File: src/rtl/if_fetch_stage.sv
// ---------------------------------------------------------------------------
// if_fetch_stage
// Instruction-fetch stage plus the IF/ID pipeline register of a 5-stage core.
//
// Owns the fetch PC and a one-outstanding-request handshake with instruction
// memory. It accepts branch/jump redirects from EX and stall/flush controls
// from the hazard unit, and presents pc_D / instr_D / valid_D to decode.
//
// Parameters
//   RESET_PC   first fetch address after reset
//   NOP_INSTR  bubble encoding written into IF/ID on flush or empty cycles
//
// Ports
//   clk, rst_n          clock (rising edge), asynchronous active-low reset
//   PC_Write            0 = no new memory request is issued
//   IF_ID_Write         0 = IF/ID register holds its contents
//   flush_D             1 = IF/ID content is killed (becomes a NOP bubble)
//   redirect_valid/_pc  replace the fetch PC with a new target
//   imem_req/_addr      request valid / address (fetch PC)
//   imem_gnt            request accepted this cycle
//   imem_rvalid/_rdata  returned instruction word
//   pc_D, pc_plus4_D    PC of the IF/ID instruction and PC+4
//   instr_D, valid_D    IF/ID instruction word and its valid flag
//
// Optional feature (macro IF_FETCH_PERF_CNT_EN)
//   When defined, adds stall_cnt (edges with IF_ID_Write=0) and flush_cnt
//   (edges with flush_D=1), both 32-bit wrapping counters reset to 0.
// ---------------------------------------------------------------------------
module if_fetch_stage #(
    parameter logic [31:0] RESET_PC  = 32'h0000_0000,
    parameter logic [31:0] NOP_INSTR = 32'h0000_0013
) (
    input  logic        clk,
    input  logic        rst_n,
    input  logic        PC_Write,
    input  logic        IF_ID_Write,
    input  logic        flush_D,
    input  logic        redirect_valid,
    input  logic [31:0] redirect_pc,
    output logic        imem_req,
    output logic [31:0] imem_addr,
    input  logic        imem_gnt,
    input  logic        imem_rvalid,
    input  logic [31:0] imem_rdata,
    output logic [31:0] pc_D,
    output logic [31:0] pc_plus4_D,
    output logic [31:0] instr_D,
    output logic        valid_D
`ifdef IF_FETCH_PERF_CNT_EN
    ,
    output logic [31:0] stall_cnt,
    output logic [31:0] flush_cnt
`endif
);

    typedef enum logic [1:0] {
        S_REQ  = 2'd0,
        S_WAIT = 2'd1,
        S_HOLD = 2'd2
    } state_t;

    // Fetch-side state
    state_t      state_r, state_s;
    logic        started_r;
    logic [31:0] pc_f_r, pc_f_s;
    logic [31:0] fetch_pc_r, fetch_pc_s;
    logic        discard_r, discard_s;

    // One-entry hold buffer for data returned while decode is stalled
    logic        hold_valid_r, hold_valid_s;
    logic [31:0] hold_pc_r, hold_pc_s;
    logic [31:0] hold_instr_r, hold_instr_s;

    // IF/ID register
    logic        valid_d_r, valid_d_s;
    logic [31:0] pc_d_r, pc_d_s;
    logic [31:0] pc_plus4_d_r, pc_plus4_d_s;
    logic [31:0] instr_d_r, instr_d_s;

    // Handshake qualifiers
    logic        req_s;
    logic        accept_s;
    logic        rsp_s;
    logic        rsp_keep_s;

    // Request is suppressed until the first edge after reset so that a
    // request never appears while the block is still coming out of reset.
    assign req_s    = started_r && (state_r == S_REQ) && PC_Write && !redirect_valid;
    assign accept_s = req_s && imem_gnt;
    // Only a response in S_WAIT belongs to our outstanding request.
    assign rsp_s    = (state_r == S_WAIT) && imem_rvalid;
    // A response arriving together with a redirect or flush is wrong-path.
    assign rsp_keep_s = rsp_s && !discard_r && !redirect_valid && !flush_D;

    assign imem_req   = req_s;
    assign imem_addr  = pc_f_r;
    assign pc_D       = pc_d_r;
    assign pc_plus4_D = pc_plus4_d_r;
    assign instr_D    = instr_d_r;
    assign valid_D    = valid_d_r;

    // Next-state logic for the fetch FSM
    always_comb begin
        state_s = state_r;
        case (state_r)
            S_REQ: begin
                if (accept_s) begin
                    state_s = S_WAIT;
                end else begin
                    state_s = S_REQ;
                end
            end
            S_WAIT: begin
                if (rsp_s) begin
                    if (rsp_keep_s && !IF_ID_Write) begin
                        state_s = S_HOLD;
                    end else begin
                        state_s = S_REQ;
                    end
                end else begin
                    state_s = S_WAIT;
                end
            end
            S_HOLD: begin
                // Buffer drains into IF/ID, or is cleared by flush/redirect.
                if (flush_D || redirect_valid || IF_ID_Write) begin
                    state_s = S_REQ;
                end else begin
                    state_s = S_HOLD;
                end
            end
            default: begin
                state_s = S_REQ;
            end
        endcase
    end

    // Fetch PC, in-flight PC and discard flag updates
    always_comb begin
        pc_f_s     = pc_f_r;
        fetch_pc_s = fetch_pc_r;
        discard_s  = discard_r;

        // Redirect takes priority over the post-grant increment.
        if (redirect_valid) begin
            pc_f_s = redirect_pc;
        end else if (accept_s) begin
            pc_f_s = pc_f_r + 32'd4;
        end else begin
            pc_f_s = pc_f_r;
        end

        if (accept_s) begin
            fetch_pc_s = pc_f_r;
        end else begin
            fetch_pc_s = fetch_pc_r;
        end

        // A redirect with a request still in flight marks its response stale.
        // If the response arrives in the same cycle it is dropped directly,
        // so no flag is left behind to kill the next request's data.
        if (redirect_valid && (state_r == S_WAIT) && !imem_rvalid) begin
            discard_s = 1'b1;
        end else if (rsp_s) begin
            discard_s = 1'b0;
        end else begin
            discard_s = discard_r;
        end
    end

    // Hold buffer: captures returned data while IF/ID is stalled
    always_comb begin
        hold_valid_s = hold_valid_r;
        hold_pc_s    = hold_pc_r;
        hold_instr_s = hold_instr_r;
        if (flush_D || redirect_valid) begin
            hold_valid_s = 1'b0;
        end else if (hold_valid_r && IF_ID_Write) begin
            hold_valid_s = 1'b0;
        end else if (rsp_keep_s && !IF_ID_Write) begin
            // Only reachable from S_WAIT, where the buffer is always empty.
            hold_valid_s = 1'b1;
            hold_pc_s    = fetch_pc_r;
            hold_instr_s = imem_rdata;
        end else begin
            hold_valid_s = hold_valid_r;
        end
    end

    // IF/ID register: flush > stall > new data > bubble
    always_comb begin
        valid_d_s    = valid_d_r;
        pc_d_s       = pc_d_r;
        pc_plus4_d_s = pc_plus4_d_r;
        instr_d_s    = instr_d_r;
        if (flush_D) begin
            valid_d_s = 1'b0;
            instr_d_s = NOP_INSTR;
        end else if (!IF_ID_Write) begin
            valid_d_s = valid_d_r;
        end else if (hold_valid_r && !redirect_valid) begin
            valid_d_s    = 1'b1;
            pc_d_s       = hold_pc_r;
            pc_plus4_d_s = hold_pc_r + 32'd4;
            instr_d_s    = hold_instr_r;
        end else if (rsp_keep_s) begin
            valid_d_s    = 1'b1;
            pc_d_s       = fetch_pc_r;
            pc_plus4_d_s = fetch_pc_r + 32'd4;
            instr_d_s    = imem_rdata;
        end else begin
            valid_d_s = 1'b0;
            instr_d_s = NOP_INSTR;
        end
    end

    // State and data registers
    always_ff @(posedge clk or negedge rst_n) begin
        if (!rst_n) begin
            state_r      <= S_REQ;
            started_r    <= 1'b0;
            pc_f_r       <= RESET_PC;
            fetch_pc_r   <= 32'h0000_0000;
            discard_r    <= 1'b0;
            hold_valid_r <= 1'b0;
            hold_pc_r    <= 32'h0000_0000;
            hold_instr_r <= 32'h0000_0000;
            valid_d_r    <= 1'b0;
            pc_d_r       <= 32'h0000_0000;
            pc_plus4_d_r <= 32'h0000_0004;
            instr_d_r    <= NOP_INSTR;
        end else begin
            state_r      <= state_s;
            started_r    <= 1'b1;
            pc_f_r       <= pc_f_s;
            fetch_pc_r   <= fetch_pc_s;
            discard_r    <= discard_s;
            hold_valid_r <= hold_valid_s;
            hold_pc_r    <= hold_pc_s;
            hold_instr_r <= hold_instr_s;
            valid_d_r    <= valid_d_s;
            pc_d_r       <= pc_d_s;
            pc_plus4_d_r <= pc_plus4_d_s;
            instr_d_r    <= instr_d_s;
        end
    end

`ifdef IF_FETCH_PERF_CNT_EN
    logic [31:0] stall_cnt_r;
    logic [31:0] flush_cnt_r;

    // Stall and flush event counters (free-running, wrapping)
    always_ff @(posedge clk or negedge rst_n) begin
        if (!rst_n) begin
            stall_cnt_r <= 32'h0000_0000;
            flush_cnt_r <= 32'h0000_0000;
        end else begin
            if (!IF_ID_Write) begin
                stall_cnt_r <= stall_cnt_r + 32'd1;
            end else begin
                stall_cnt_r <= stall_cnt_r;
            end
            if (flush_D) begin
                flush_cnt_r <= flush_cnt_r + 32'd1;
            end else begin
                flush_cnt_r <= flush_cnt_r;
            end
        end
    end

    assign stall_cnt = stall_cnt_r;
    assign flush_cnt = flush_cnt_r;
`endif

endmodule
File: config.mk
export PLATFORM = sky130hd
export DESIGN_NAME = if_fetch_stage
export DESIGN_NICKNAME = d
export VERILOG_FILES = /design/src/rtl/if_fetch_stage.sv
export SDC_FILE = /design/constraint.sdc
export NUM_CORES = 1
export LEC_CHECK = 0
export CORE_UTILIZATION = 57
export CTS_CLUSTER_DIAMETER = 150
export DETAILED_ROUTE_END_ITERATION = 10
export GPL_ROUTABILITY_DRIVEN = 1
export HOLD_SLACK_MARGIN = 0.05
export PLACE_DENSITY = 0.86
export SLEW_MARGIN = 20
export SYNTH_ARGS = -nofsm -noshare
export SYNTH_HDL_FRONTEND = slang
export SYNTH_SLANG_ARGS = --single-unit
File: constraint.sdc
create_clock -name clk -period 8.8 [get_ports clk]
set_input_delay 0.88 -clock clk [delete_from_list [all_inputs] [get_ports clk]]
set_output_delay 0.88 -clock clk [all_outputs]
set_load 0.1 [all_outputs]
==> impl_metrics.csv, run 1 <==
group,metric,value,unit
synth,synth_compound_area_frac,0.121,
floorplan,initial_core_util,0.589,
layout,mostFrequentLayoutCell,"nand2_1",
sta,slew_headroom,0.306,
sta,fin_crit_sh,0.500,
clocking,cts.repair.resized,0,
sta,setup_ws,4.40,ns
pwr,power.density,224,nW/µm²
pwr,power.leakage,6.03,nW
clocking,postCtsHoldBufs,0,
synth,synth_xor_area_frac,0.0171,
placed_design,port_buffers,201,
placed_design,dpl.hpwl,17.5,mm
synth,muxShareOfSynthArea,0.115,
critical_path,end_kind,"register",
synth,syn_nets,1137,
floorplan,dieArea,19400,µm²
sta,tightest_slew,1.04,ns
clocking,clockBufferDepth,3,
sta,fin_skew,0.0133,ns
clocking,cts_tree,"done",
layout,drive_gt1_frac,0.124,
synth,async_flop_share,1.00,
synth,avgSynthCellArea,10.1,µm²
clocking,htreeDepth,1,
floorplan,placementRows,49,
synth,synth-main-ff-cell,"dfrtp_1",
sta,slew_viol_final,0,
layout,final_core_util,0.752,
synth,synth_edf_count,0,
critical_path,critPathMaxFanout,46,
critical_path,crit_chain,"clkdlybuf4s50_1 -> buf_4 -> nand2b_4 -> nand2_1 -> nand2_1 -> ha_1 -> nand4_1 -> mux2i_1 -> nand3_1 -> nor4b_4 -> mux2i_1 -> o311ai_0",
global_routing,grt_pass1_wl,44.4,mm
layout,layout_common_cells,"nand2_1 (265), dfrtp_1 (224), clkdlybuf4s50_1 (199), mux2_2 (72), o21ai_0 (66)",
global_routing,grt_max_degree,102,
floorplan,fp.dieW,139,µm
critical_path,cp-start-kind,"primary input",
sta,tns,0,ns
placed_design,pre_cts_slack,4.00,ns
placed_design,gp_congestion,0.900,
job,drv_cap,0,
sta,fmax,227,MHz
critical_path,cp.arrival,4.74,ns
floorplan,io_pins,202,
clocking,cts-root-buf,"clkbuf_16",
outcome,violations,"DRC",
min_path,min_path_type,"primary input to async pin",
synth,synth_top_family_by_area,"simple AND/OR/NAND/NOR gates",
route,drt-total-wl,26.8,mm
critical_path,slowest_delay,0.62,ns
floorplan,core,18200,µm²
sta,rsz0062_at_grt,"no",
layout,flow.area_growth_from_synthesis,27.6,%
synth,synth-simple-area-share,0.179,
synth,ys_seq_elements,228,
route,drtAntennaViolNets,0,
sta,hold_slack,0.323,ns
route,drcViolationCount,14,
route,firstDrtPassIters,10,
critical_path,setup.worst_path.class,"primary input to register",
sta,fin_crit,4.40,ns
route,avgRoutedWirePerCell,18.1,µm
outcome,status,"finished, violations left",
route,initialDrtViolationCount,716,
layout,nNetsFinal,1307,
floorplan,die_h,139,µm
synth,syn_area,10700,µm²
clocking,clkSlewWorstSetupHoldPaths,0.06,ns
synth,synthDistinctLibCells,66,
clocking,cts.sink_count,228,
clocking,clkLatencyLatePin,0.51,ns
clocking,numCtsBuffers,24,
route,dr_total_vias,8767,
sta,finalHoldViolCount,0,
global_routing,antenna_found_initial,0,
clocking,post-cts-setup-buffer-count,0,
critical_path,critical_path_required,9.13,ns
synth,yosysWarnings,0,
global_routing,track_usage,0.283,
synth,synth_fa_ha_area_frac,0.00233,
route,vias_per_cell,5.93,
global_routing,overflow,0,
layout,fill_cells,1225,
critical_path,crit_path_top_delay_cell,"nand2b_4",
global_routing,grt_pass1_vias,8466,
pwr,ir_drop,0.157,mV
synth,syn-instance-count,1063,
synth,synth_seq_area_share,0.532,
layout,diodes,0,
sta,setup_viol,0,
## final timing paths
check | from | end | slack, ns | cells after the start
setup / recovery | redirect_valid | pc_plus4_D[22] | 4.40 | 12
hold / removal | rst_n | imem_addr[20] | 0.32 | 1
setup reg to reg | hold_valid_r | pc_plus4_D[22] | 5.37 | 10
hold reg to reg | pc_plus4_D[2] | pc_plus4_D[2] | 0.46 | 2
max in group asynchronous | rst_n | pc_D[6] | 7.13 | 2
min in group clk | pc_plus4_D[2] | pc_plus4_D[2] | 0.46 | 2
## layer usage
metal  share of wire  wire (µm)  GRT usage
met1            0.44      11900      0.426
met3           0.075       2020     0.0397
met5               0          0          0
met2            0.46      12200      0.423
met4           0.027        718     0.0924
## synth_stat cells, types with 9 or more instances
master	instances	area share
nor2_1	62	0.022
o21ai_0	66	0.031
a211oi_1	29	0.020
mux2i_1	30	0.028
nor4_1	15	0.0087
a31oi_1	10	0.0058
xnor2_1	11	0.0090
a221o_1	9	0.0084
clkbuf_1	55	0.019
xor2_1	10	0.0082
a22oi_1	33	0.023
a21oi_1	10	0.0047
nor3_1	10	0.0047
nand3_1	22	0.010
mux2_2	72	0.076
dfrtp_1	224	0.52
nand2_1	265	0.093
## per-stage QoR
| step | std cells | area (µm²) | power (mW) |
|---|---|---|---|
| floorplan | 1063 | 10700 | 1.78 |
| global placement | 1435 | 12800 | 1.99 |
| detailed placement | 1435 | 12800 | 2.01 |
| CTS | 1478 | 13700 | 3.07 |
| global route | 1479 | 13700 | 3.18 |
| finish | 1479 | 13700 | 3.06 |
## logic make-up (layout without fill, tap and decap cells)
group / count (synthesis) / in the layout
xor+xnor: 21 / 21
simple gates: 430 / 430
compound gates: 194 / 194
mux: 109 / 109
buf+inv: 78 / 265
flops: 228 / 228
fa+ha+maj: 2 / 2
other cells: 1 / 1
## cell type report
class,count,area (µm²),area share
Tap cell,229,287,0.0209
Sequential cell,228,5710,0.417
Timing Repair Buffer,214,2130,0.155
Inverter,8,30.0,0.00219
Clock buffer,36,757,0.0553
Multi-Input combinational cell,757,4690,0.343
Clock inverter,7,87.6,0.00640
## report_power, final
part / internal, mW / leakage, nW / total, mW / switching (mW)
Clock: 0.650 / 0.419 / 1.05 / 0.404
Sequential: 1.16 / 3.02 / 1.27 / 0.109
Combinational: 0.211 / 2.59 / 0.738 / 0.527
Total: 2.02 / 6.03 / 3.06 / 1.04
## worst max-delay path, delay by kind of cell
kind                     cells  cell delay [ns]
AO/OA/AOI/OAI                1             0.16
multiplexers                 2             0.56
buffers and inverters        2             0.88
adder cells (fa/ha/maj)      1             0.22
AND/OR/NAND/NOR              6             2.01
## sequential cells by signal, summed over array words and instances, names as in the netlist
name / flops
discard_r: 1
started_r: 1
fetch_pc_r: 32
imem_addr: 32
hold_pc_r: 32
state_r: 2
pc_D: 32
pc_plus4_D: 30
valid_D: 1
hold_valid_r: 1
hold_instr_r: 32
instr_D: 32
Power figures use the tool's default switching activity.
==> run 2, diff against run 1 <==
--- a/config.mk
+++ b/config.mk
@@ -5,12 +5,12 @@
 export SDC_FILE = /design/constraint.sdc
 export NUM_CORES = 1
 export LEC_CHECK = 0
-export CORE_UTILIZATION = 57
+export CORE_UTILIZATION = 53
 export CTS_CLUSTER_DIAMETER = 150
 export DETAILED_ROUTE_END_ITERATION = 10
 export GPL_ROUTABILITY_DRIVEN = 1
 export HOLD_SLACK_MARGIN = 0.05
-export PLACE_DENSITY = 0.86
+export PLACE_DENSITY = 0.81
 export SLEW_MARGIN = 20
 export SYNTH_ARGS = -nofsm -noshare
 export SYNTH_HDL_FRONTEND = slang
==> constraint.sdc (replaced) <==
create_clock -name clk -period 4.3 [get_ports clk]
set_input_delay 0.43 -clock clk [delete_from_list [all_inputs] [get_ports clk]]
set_output_delay 0.43 -clock clk [all_outputs]
set_load 0.1 [all_outputs]
==> impl_metrics.csv, run 2 (synthesis results as in run 1) <==
group,metric,value,unit
global_routing,grt_pass1_vias,8179,
sta,fin_skew,0.00877,ns
clocking,cts_tree,"done",
floorplan,core,19700,µm²
pwr,p_comb_frac,0.247,
clocking,clockBufferDepth,3,
route,avgRoutedWirePerCell,17.5,µm
min_path,min_path_type,"primary input to async pin",
global_routing,use_met3,0.0371,
sta,slew_headroom,0.302,
critical_path,cp.arrival,3.42,ns
global_routing,grt_max_degree,125,
clocking,htreeDepth,1,
layout,layout_common_cells,"nand2_1 (265), dfrtp_1 (224), clkdlybuf4s50_1 (198), mux2_2 (72), o21ai_0 (66)",
outcome,violations,"hold timing",
placed_design,placed_cell_area,12900,µm²
route,drcViolationCount,0,
sta,fin_crit_sh,0.712,
clocking,cts.sink_count,228,
route,drtAntennaViolNets,0,
critical_path,crit_chain,"clkdlybuf4s50_1 -> nand2b_4 -> nand2_1 -> nand2_1 -> ha_1 -> nand4_1 -> mux2i_1 -> nand3_1 -> nor4b_4 -> mux2i_1 -> o311ai_0",
sta,fmax,327,MHz
floorplan,placementRows,51,
global_routing,grt.met1_usage,0.392,
floorplan,initial_core_util,0.546,
global_routing,antenna_found_initial,0,
sta,finalHoldViolCount,6,
critical_path,slowest_delay,0.59,ns
pwr,p_int,3.99,mW
job,drv_cap,0,
route,dr_total_vias,8720,
placed_design,pre_cts_slack,0.758,ns
clocking,postCtsHoldBufs,0,
critical_path,end_kind,"register",
pwr,power.leakage,6.01,nW
layout,mostFrequentLayoutCell,"nand2_1",
global_routing,grt_pass1_wl,42.9,mm
critical_path,setup.worst_path.class,"primary input to register",
floorplan,dieArea,20800,µm²
placed_design,dpl.hpwl,18.3,mm
pwr,clkPwrFrac,0.327,
layout,diodes,0,
floorplan,die_h,144,µm
layout,design_area,13700,µm²
floorplan,io_pins,202,
critical_path,critical_path_required,4.66,ns
critical_path,r2r_cells,10,
layout,flow.area_growth_from_synthesis,27.6,%
global_routing,track_usage,0.258,
global_routing,overflow,0,
critical_path,cp-start-kind,"primary input",
global_routing,grt.busiest_layer,"met1",
pwr,ir_drop,0.266,mV
critical_path,crit_path_top_delay_cell,"clkdlybuf4s50_1",
floorplan,fp.dieW,144,µm
route,initialDrtViolationCount,704,
global_routing,met2_usage,0.390,
layout,drive_gt1_frac,0.125,
clocking,clkLatencyLatePin,0.51,ns
clocking,numCtsBuffers,25,
pwr,power.density,446,nW/µm²
placed_design,gp_congestion,0.897,
pwr,pwr-share-seq,0.426,
sta,slew_viol_final,0,
outcome,status,"finished, violations left",
critical_path,critPathMaxFanout,10,
clocking,clkSlewWorstSetupHoldPaths,0.06,ns
route,firstDrtPassIters,7,
route,vias_per_cell,5.74,
sta,hold_slack,-0.0177,ns
placed_design,port_buffers,201,
pwr,switchingPower,2.11,mW
clocking,cts-root-buf,"clkbuf_16",
pwr,p_sw_frac,0.347,
layout,nNetsFinal,1314,
clocking,post-cts-setup-buffer-count,0,
sta,tightest_slew,1.04,ns
sta,setup_viol,0,
sta,fin_crit,3.06,ns
sta,setup_ws,1.24,ns
route,drt-total-wl,26.7,mm
clocking,cts.repair.resized,0,
sta,rsz0062_at_grt,"no",
sta,tns,0,ns
run 2: cell type report:
class / instances / area (µm²)
well taps: 265 / 332
fillers: 1533 / 5970
repair buffers: 220 / 2150
clock buffers: 35 / 693
flip-flops and latches: 228 / 5710
clock inverters: 7 / 67.6
multi-input cells: 757 / 4700
inverters: 8 / 30.0
run 2: worst paths after layout:
check / startpoint / end / slack [ns]
setup reg to reg: hold_valid_r / pc_plus4_D[22] / 1.35
hold reg to reg: pc_plus4_D[2] / pc_plus4_D[2] / 0.46
min in group clk: pc_plus4_D[2] / pc_plus4_D[2] / 0.46
setup / recovery: redirect_valid / pc_plus4_D[22] / 1.24
max in group asynchronous: rst_n / instr_D[0] / 3.12
hold / removal: rst_n / imem_addr[26] / -0.02
run 2: power groups by stage:
| stage | Combinational (mW) | Clock [mW] | Sequential (mW) |
|---|---|---|---|
| 2_1_floorplan | 0.440 | 0 | 3.21 |
| 3_3_place_gp | 1.48 | 0 | 2.62 |
| 3_5_place_dp | 1.50 | 0 | 2.63 |
| 4_1_cts | 1.51 | 2.03 | 2.59 |
| 5_1_grt | 1.59 | 2.13 | 2.63 |
| 6_report | 1.50 | 2.00 | 2.60 |
run 2: per-stage QoR:
step / utilization / hold WS, ns / power (mW) / instances
6_report: 0.696 / -0.0177 / 6.10 / 1520
5_1_grt: 0.696 / 0.0790 / 6.35 / 1520
4_1_cts: 0.696 / 0.0532 / 6.13 / 1520
3_5_place_dp: 0.657 / 0.456 / 4.13 / 1478
3_3_place_gp: 0.657 / 0.456 / 4.10 / 1478
2_1_floorplan: - / 0.134 / 3.65 / 1063
run 2: critical path: cells and delay by family:
family,cells,cell delay (ns)
adders and majority gates,1,0.23
muxes,2,0.52
and+or+nand+nor,6,1.50
buffers and inverters,1,0.59
AOI/OAI and AO/OA,1,0.13
run 2: layer usage:
layer | wire [µm] | up-vias
met5 | 0 | -
met4 | 511 | 0
met3 | 1820 | 38
met2 | 12200 | 361
met1 | 12200 | 4234
li1 | - | 4087
==> run 3, diff against run 2 <==
--- a/config.mk
+++ b/config.mk
@@ -5,12 +5,12 @@
 export SDC_FILE = /design/constraint.sdc
 export NUM_CORES = 1
 export LEC_CHECK = 0
-export CORE_UTILIZATION = 53
+export CORE_UTILIZATION = 48
 export CTS_CLUSTER_DIAMETER = 150
 export DETAILED_ROUTE_END_ITERATION = 10
 export GPL_ROUTABILITY_DRIVEN = 1
 export HOLD_SLACK_MARGIN = 0.05
-export PLACE_DENSITY = 0.81
+export PLACE_DENSITY = 0.77
 export SLEW_MARGIN = 20
 export SYNTH_ARGS = -nofsm -noshare
 export SYNTH_HDL_FRONTEND = slang
==> constraint.sdc (replaced) <==
create_clock -name clk -period 2.45 [get_ports clk]
set_input_delay 0.245 -clock clk [delete_from_list [all_inputs] [get_ports clk]]
set_output_delay 0.245 -clock clk [all_outputs]
set_load 0.1 [all_outputs]
==> impl_metrics.csv, run 3 (synthesis results as in run 1) <==
group,metric,value,unit
placed_design,dpl.hpwl,19.6,mm
pwr,power.density,764,nW/µm²
route,dr_total_vias,8880,
pwr,p_comb_frac,0.251,
global_routing,overflow,0,
layout,drive_gt1_frac,0.294,
placed_design,gp_congestion,0.859,
pwr,power.leakage,6.61,nW
critical_path,end_kind,"register",
sta,hold_slack,0.288,ns
critical_path,critPathMaxFanout,14,
global_routing,grt_max_degree,68,
floorplan,die_h,152,µm
placed_design,port_buffers,201,
global_routing,grt_pass1_wl,43.6,mm
pwr,p_int,7.10,mW
pwr,clkPwrFrac,0.326,
pwr,ir_drop,0.622,mV
clocking,numCtsBuffers,24,
sta,tns,0,ns
floorplan,fp.dieW,152,µm
global_routing,antenna_found_initial,0,
job,drv_cap,0,
sta,fin_crit,2.40,ns
route,vias_per_cell,5.50,
placed_design,placed_cell_area,13300,µm²
pwr,pwr-share-seq,0.423,
sta,finalHoldViolCount,0,
sta,slew_viol_final,0,
clocking,cts-root-buf,"clkbuf_16",
critical_path,cp.arrival,2.85,ns
layout,design_area,14200,µm²
clocking,clkLatencyLatePin,0.51,ns
sta,tightest_slew,1.02,ns
route,drtAntennaViolNets,0,
floorplan,io_pins,202,
sta,fin_crit_sh,0.979,
sta,slew_headroom,0.318,
layout,mostFrequentLayoutCell,"nand2_1",
clocking,clkSlewWorstSetupHoldPaths,0.06,ns
pwr,switchingPower,3.74,mW
outcome,status,"completed",
critical_path,setup.worst_path.class,"register to register",
layout,final_core_util,0.648,
layout,layout_common_cells,"nand2_1 (262), buf_4 (218), dfrtp_1 (203), mux2_2 (72), clkdlybuf4s50_1 (69)",
pwr,p_sw_frac,0.345,
floorplan,placementRows,54,
critical_path,critical_path_required,2.90,ns
floorplan,dieArea,23000,µm²
floorplan,initial_core_util,0.490,
route,initialDrtViolationCount,512,
global_routing,grt_pass1_vias,8359,
floorplan,core,21900,µm²
layout,fill_cells,1772,
route,drt-total-wl,27.5,mm
clocking,cts_tree,"done",
clocking,clockBufferDepth,3,
sta,setup_viol,0,
clocking,htreeDepth,1,
layout,flow.area_growth_from_synthesis,32.3,%
route,firstDrtPassIters,5,
layout,nNetsFinal,1391,
sta,fin_skew,0.0159,ns
min_path,min_path_type,"primary input to async pin",
route,drcViolationCount,0,
layout,diodes,0,
sta,rsz0062_at_grt,"yes",
clocking,cts.sink_count,228,
sta,fmax,417,MHz
route,avgRoutedWirePerCell,17.0,µm
critical_path,cp-start-kind,"register",
global_routing,track_usage,0.239,
-- run 3: cell types whose count changed in the layout (fill, tap and decap cells not counted), moves of 8 or more --
cell / previous run / this run
buf_12: 0 / 8
buf_4: 20 / 218
clkdlybuf4s50_1: 198 / 69
dfrtp_1: 224 / 203
dfrtp_2: 0 / 10
dfrtp_4: 0 / 11
-- run 3: final timing paths --
check	startpoint	endpoint	slack, ns	cells past startpoint
setup / recovery	hold_valid_r	pc_plus4_D[29]	0.05	7
hold / removal	rst_n	instr_D[12]	0.29	2
setup reg to reg	hold_valid_r	pc_plus4_D[29]	0.05	7
hold reg to reg	pc_plus4_D[2]	pc_plus4_D[2]	0.46	2
max in group asynchronous	rst_n	hold_instr_r[28]	1.37	3
min in group clk	redirect_pc[25]	imem_addr[25]	0.29	3
-- run 3: final cells by class --
class / instances / area (µm²) / share of cell area
inverter: 8 / 30.0 / 0.00212
timing repair buffer: 298 / 2520 / 0.177
clock buffer: 38 / 714 / 0.0503
multi-input combinational: 757 / 4760 / 0.335
clock inverter: 6 / 55.1 / 0.00388
sequential: 228 / 5760 / 0.406
tap: 280 / 350 / 0.0247
-- run 3: repair_timing --
action / 4_1_cts / 5_1_grt
hold buffers: 1 / 0
pin swaps: 4 / 2
buffers inserted: 2 / 1
gates cloned: 0 / 0
setup endpoints to repair: 5 / 12
hold endpoints to repair: 61 / 0
gates resized for setup: 7 / 3
-- run 3: power groups by stage --
| stage | clock [mW] | combinational [mW] | sequential, mW |
|---|---|---|---|
| after CTS | 3.60 | 2.72 | 4.58 |
| after floorplan | 0 | 0.777 | 5.65 |
| after global routing | 3.76 | 2.87 | 4.64 |
| after detailed placement | 0 | 2.70 | 4.64 |
| after global placement | 0 | 2.67 | 4.62 |
| final | 3.53 | 2.72 | 4.59 |
-- run 3: through the flow --
step	instances	worst slack, ns	power (mW)
after global placement	1567	-0.447	7.28
after CTS	1614	0.0229	10.9
after floorplan	1063	-0.390	6.42
after detailed placement	1567	-0.529	7.34
final	1615	0.0517	10.8
after global routing	1615	-0.0608	11.3
-- run 3: worst max-delay path: stages (launching register included) --
cell and delay (ns):
dfrtp_2 0.41, nor2b_4 0.21, buf_4 0.26, mux2_2 0.24
nand2_1 0.09, or4_1 0.55, or4_1 0.49, nand3_1 0.09
-- run 3: per-layer routing --
layer / part of all wire / up-vias / track usage
met5: 0 / - / 0
met4: 0.014 / 0 / 0.0500
met3: 0.061 / 32 / 0.0281
met2: 0.46 / 301 / 0.369
met1: 0.47 / 4298 / 0.361
li1: - / 4249 / -
==> RTL change, RTL diff (config.mk and constraints of run 3) <==
Add a define of `IF_FETCH_PERF_CNT_EN`.
--- a/src/rtl/if_fetch_stage.sv
+++ b/src/rtl/if_fetch_stage.sv
@@ -26,6 +26,8 @@
 //   When defined, adds stall_cnt (edges with IF_ID_Write=0) and flush_cnt
 //   (edges with flush_D=1), both 32-bit wrapping counters reset to 0.
 // ---------------------------------------------------------------------------
+`define IF_FETCH_PERF_CNT_EN
+
 module if_fetch_stage #(
     parameter logic [31:0] RESET_PC  = 32'h0000_0000,
     parameter logic [31:0] NOP_INSTR = 32'h0000_0013
Check against the original RTL (old outputs only; new: flush_cnt and stall_cnt): equivalent (equiv_simple and equiv_induct, registers matched by name and starting in step).
==> RTL change against run 3 <==
Sequential cell count up 64. Area after synthesis grew 25%. Sequential power grew 29%. Cell area up 23%. Total power rose by 34%. Setup slack improved by 0.095 ns. Die area grew 25%. Routed wire length grew 26%. Global-route usage grew 0.66 points. Cell count up 23%.
==> RTL change: results (changes against run 3) <==
Synthesis
  • Syn Nets: 1373 (was 1137)
  • Synth top area cells: dfrtp_1 54%, nand2_1 7.5%, mux2_2 6.2%, xnor2_1 3.6%, mux2i_1 2.9% (was dfrtp_1 52%, nand2_1 9.3%, mux2_2 7.6%, o21ai_0 3.1%, mux2i_1 2.8%)
  • Mux cell area share after synthesis: 9.89% (was 11.5%)
  • Synth Instances: 1297 (was 1063)
  • Synth top cells by count: 288 x dfrtp_1, 269 x nand2_1, 103 x nor2_1 (was 265 x nand2_1, 224 x dfrtp_1, 72 x mux2_2)
  • Post-synthesis compound-gate area fraction: 9.29% (was 12.1%)
  • Yosys cell types: 56 (was 66)
  • Post-Synth XOR/XNOR Area: 5.02% (was 1.71%)
  • Post-Synth Adder-Cell Area: 0.373% (was 0.233%)

Placement
  • Hpwl dp: 24800 um (was 19600 um)
  • Dpl ws: -0.105 ns (was -0.529 ns)
  • Placer Congestion: 0.848 (was 0.859)
  • PortBufs: 265 (was 201)

Finish
  • Final net count: 1661 (was 1391)
  • Share of cells above drive strength 1: 26.9% (was 29.4%)

STA
  • Final worst clock skew: 0.0203 ns (was 0.0159 ns)
  • Slew @ Worst Pin: 0.739 ns (was 1.02 ns)

Min path
  • HP Class: in -> reg (was in -> async)

CTS
  • Post-CTS Setup Inserts: 0 (was 2)
  • Inserted Clock Buffers: 31 (was 24)
  • Clk_lat worst skew: 0.56 ns (was 0.51 ns)

Outcome
  • Status: finished clean (unchanged)

Routing
  • Routed WL: 34500 um (was 27500 um)

GRT
  • Largest net degree at the start of global routing: 77 (was 68)
  • GRT Total Usage: 24.5% (was 23.9%)

Critical path
  • Required @ worst endpoint: 2.89 ns (was 2.90 ns)

Pwr
  • Switching power: 0.00539 W (was 0.00374 W)
-- RTL change: changes by cell type in the layout (fill, tap and decap cells not counted), moves of 10 or more --
cell and change:
dfrtp_1 +65, xnor2_1 +44, nor2_1 +41, buf_4 +28, and3_1 +22, nand4_1 +19, nand3_1 +13, xor2_1 +12
dfrtp_4 -11, dfrtp_2 +10
-- RTL change: final timing paths --
kind / from / to / slack [ns]
min: redirect_valid / discard_r / 0.17
min reg2reg: pc_plus4_D[7] / pc_plus4_D[7] / 0.47
max reg2reg: hold_valid_r / pc_plus4_D[19] / 0.15
max in group asynchronous: rst_n / imem_addr[26] / 1.31
max: hold_valid_r / pc_plus4_D[19] / 0.15
min in group asynchronous: rst_n / pc_plus4_D[21] / 0.28
-- RTL change: kinds of logic (layout without fill, tap and decap cells) --
logic type / after synthesis / count (layout)
simple gates: 539 / 539
flops: 292 / 292
compound gates: 186 / 186
mux: 119 / 119
buf+inv: 79 / 390
xor+xnor: 77 / 77
fa+ha+maj: 4 / 4
other cells: 1 / 3
-- RTL change: routing by layer --
metal	global-route usage, %	part of all wire [%]	up-vias
met5	0	0.023	-
met4	7.72	3.0	2
met3	3.73	6.0	67
met2	37.8	45	359
met1	35.6	46	5247
li1	-	-	5137
-- RTL change: per-stage QoR --
step                      area [um2]  total power, W  TNS (ns)
after global routing           17500          0.0151         0
after detailed placement       16500         0.00993     -1.16
after floorplan                13600         0.00873    -0.501
after global placement         16500         0.00985    -0.102
after CTS                      17500          0.0146         0
final                          17500          0.0145         0
-- RTL change: repair_timing --
action,4_1_cts,5_1_grt
hold buffers,1,0
hold endpoints to repair,69,0
setup endpoints to repair,0,9
resized for setup,0,6
-- RTL change: power groups by stage --
stage / combinational [W] / clock (W) / sequential, W
after global placement: 0.00388 / 0 / 0.00597
after CTS: 0.00395 / 0.00474 / 0.00592
after detailed placement: 0.00393 / 0 / 0.00600
after floorplan: 0.000914 / 0 / 0.00782
after global routing: 0.00414 / 0.00494 / 0.00601
final: 0.00394 / 0.00465 / 0.00593
-- RTL change: layout make-up --
| class | count | area (um2) |
|---|---|---|
| Antenna cell | 2 | 5.00 |
| Clock buffer | 43 | 861 |
| Fill cell | 2162 | 9650 |
| Multi-Input combinational cell | 926 | 5930 |
| Inverter | 7 | 26.3 |
| Sequential cell | 292 | 7340 |
| Clock inverter | 13 | 161 |
| Timing Repair Buffer | 327 | 2740 |
| Tap cell | 372 | 465 |
-- RTL change: critical path, stage by stage, from the launching register on --
cell and delay, ns:
dfrtp_1 0.40, nand2b_2 0.12, buf_4 0.22, mux2i_4 0.38, nand4b_4 0.18, or2_1 0.26, or3_1 0.34, a221o_1 0.29
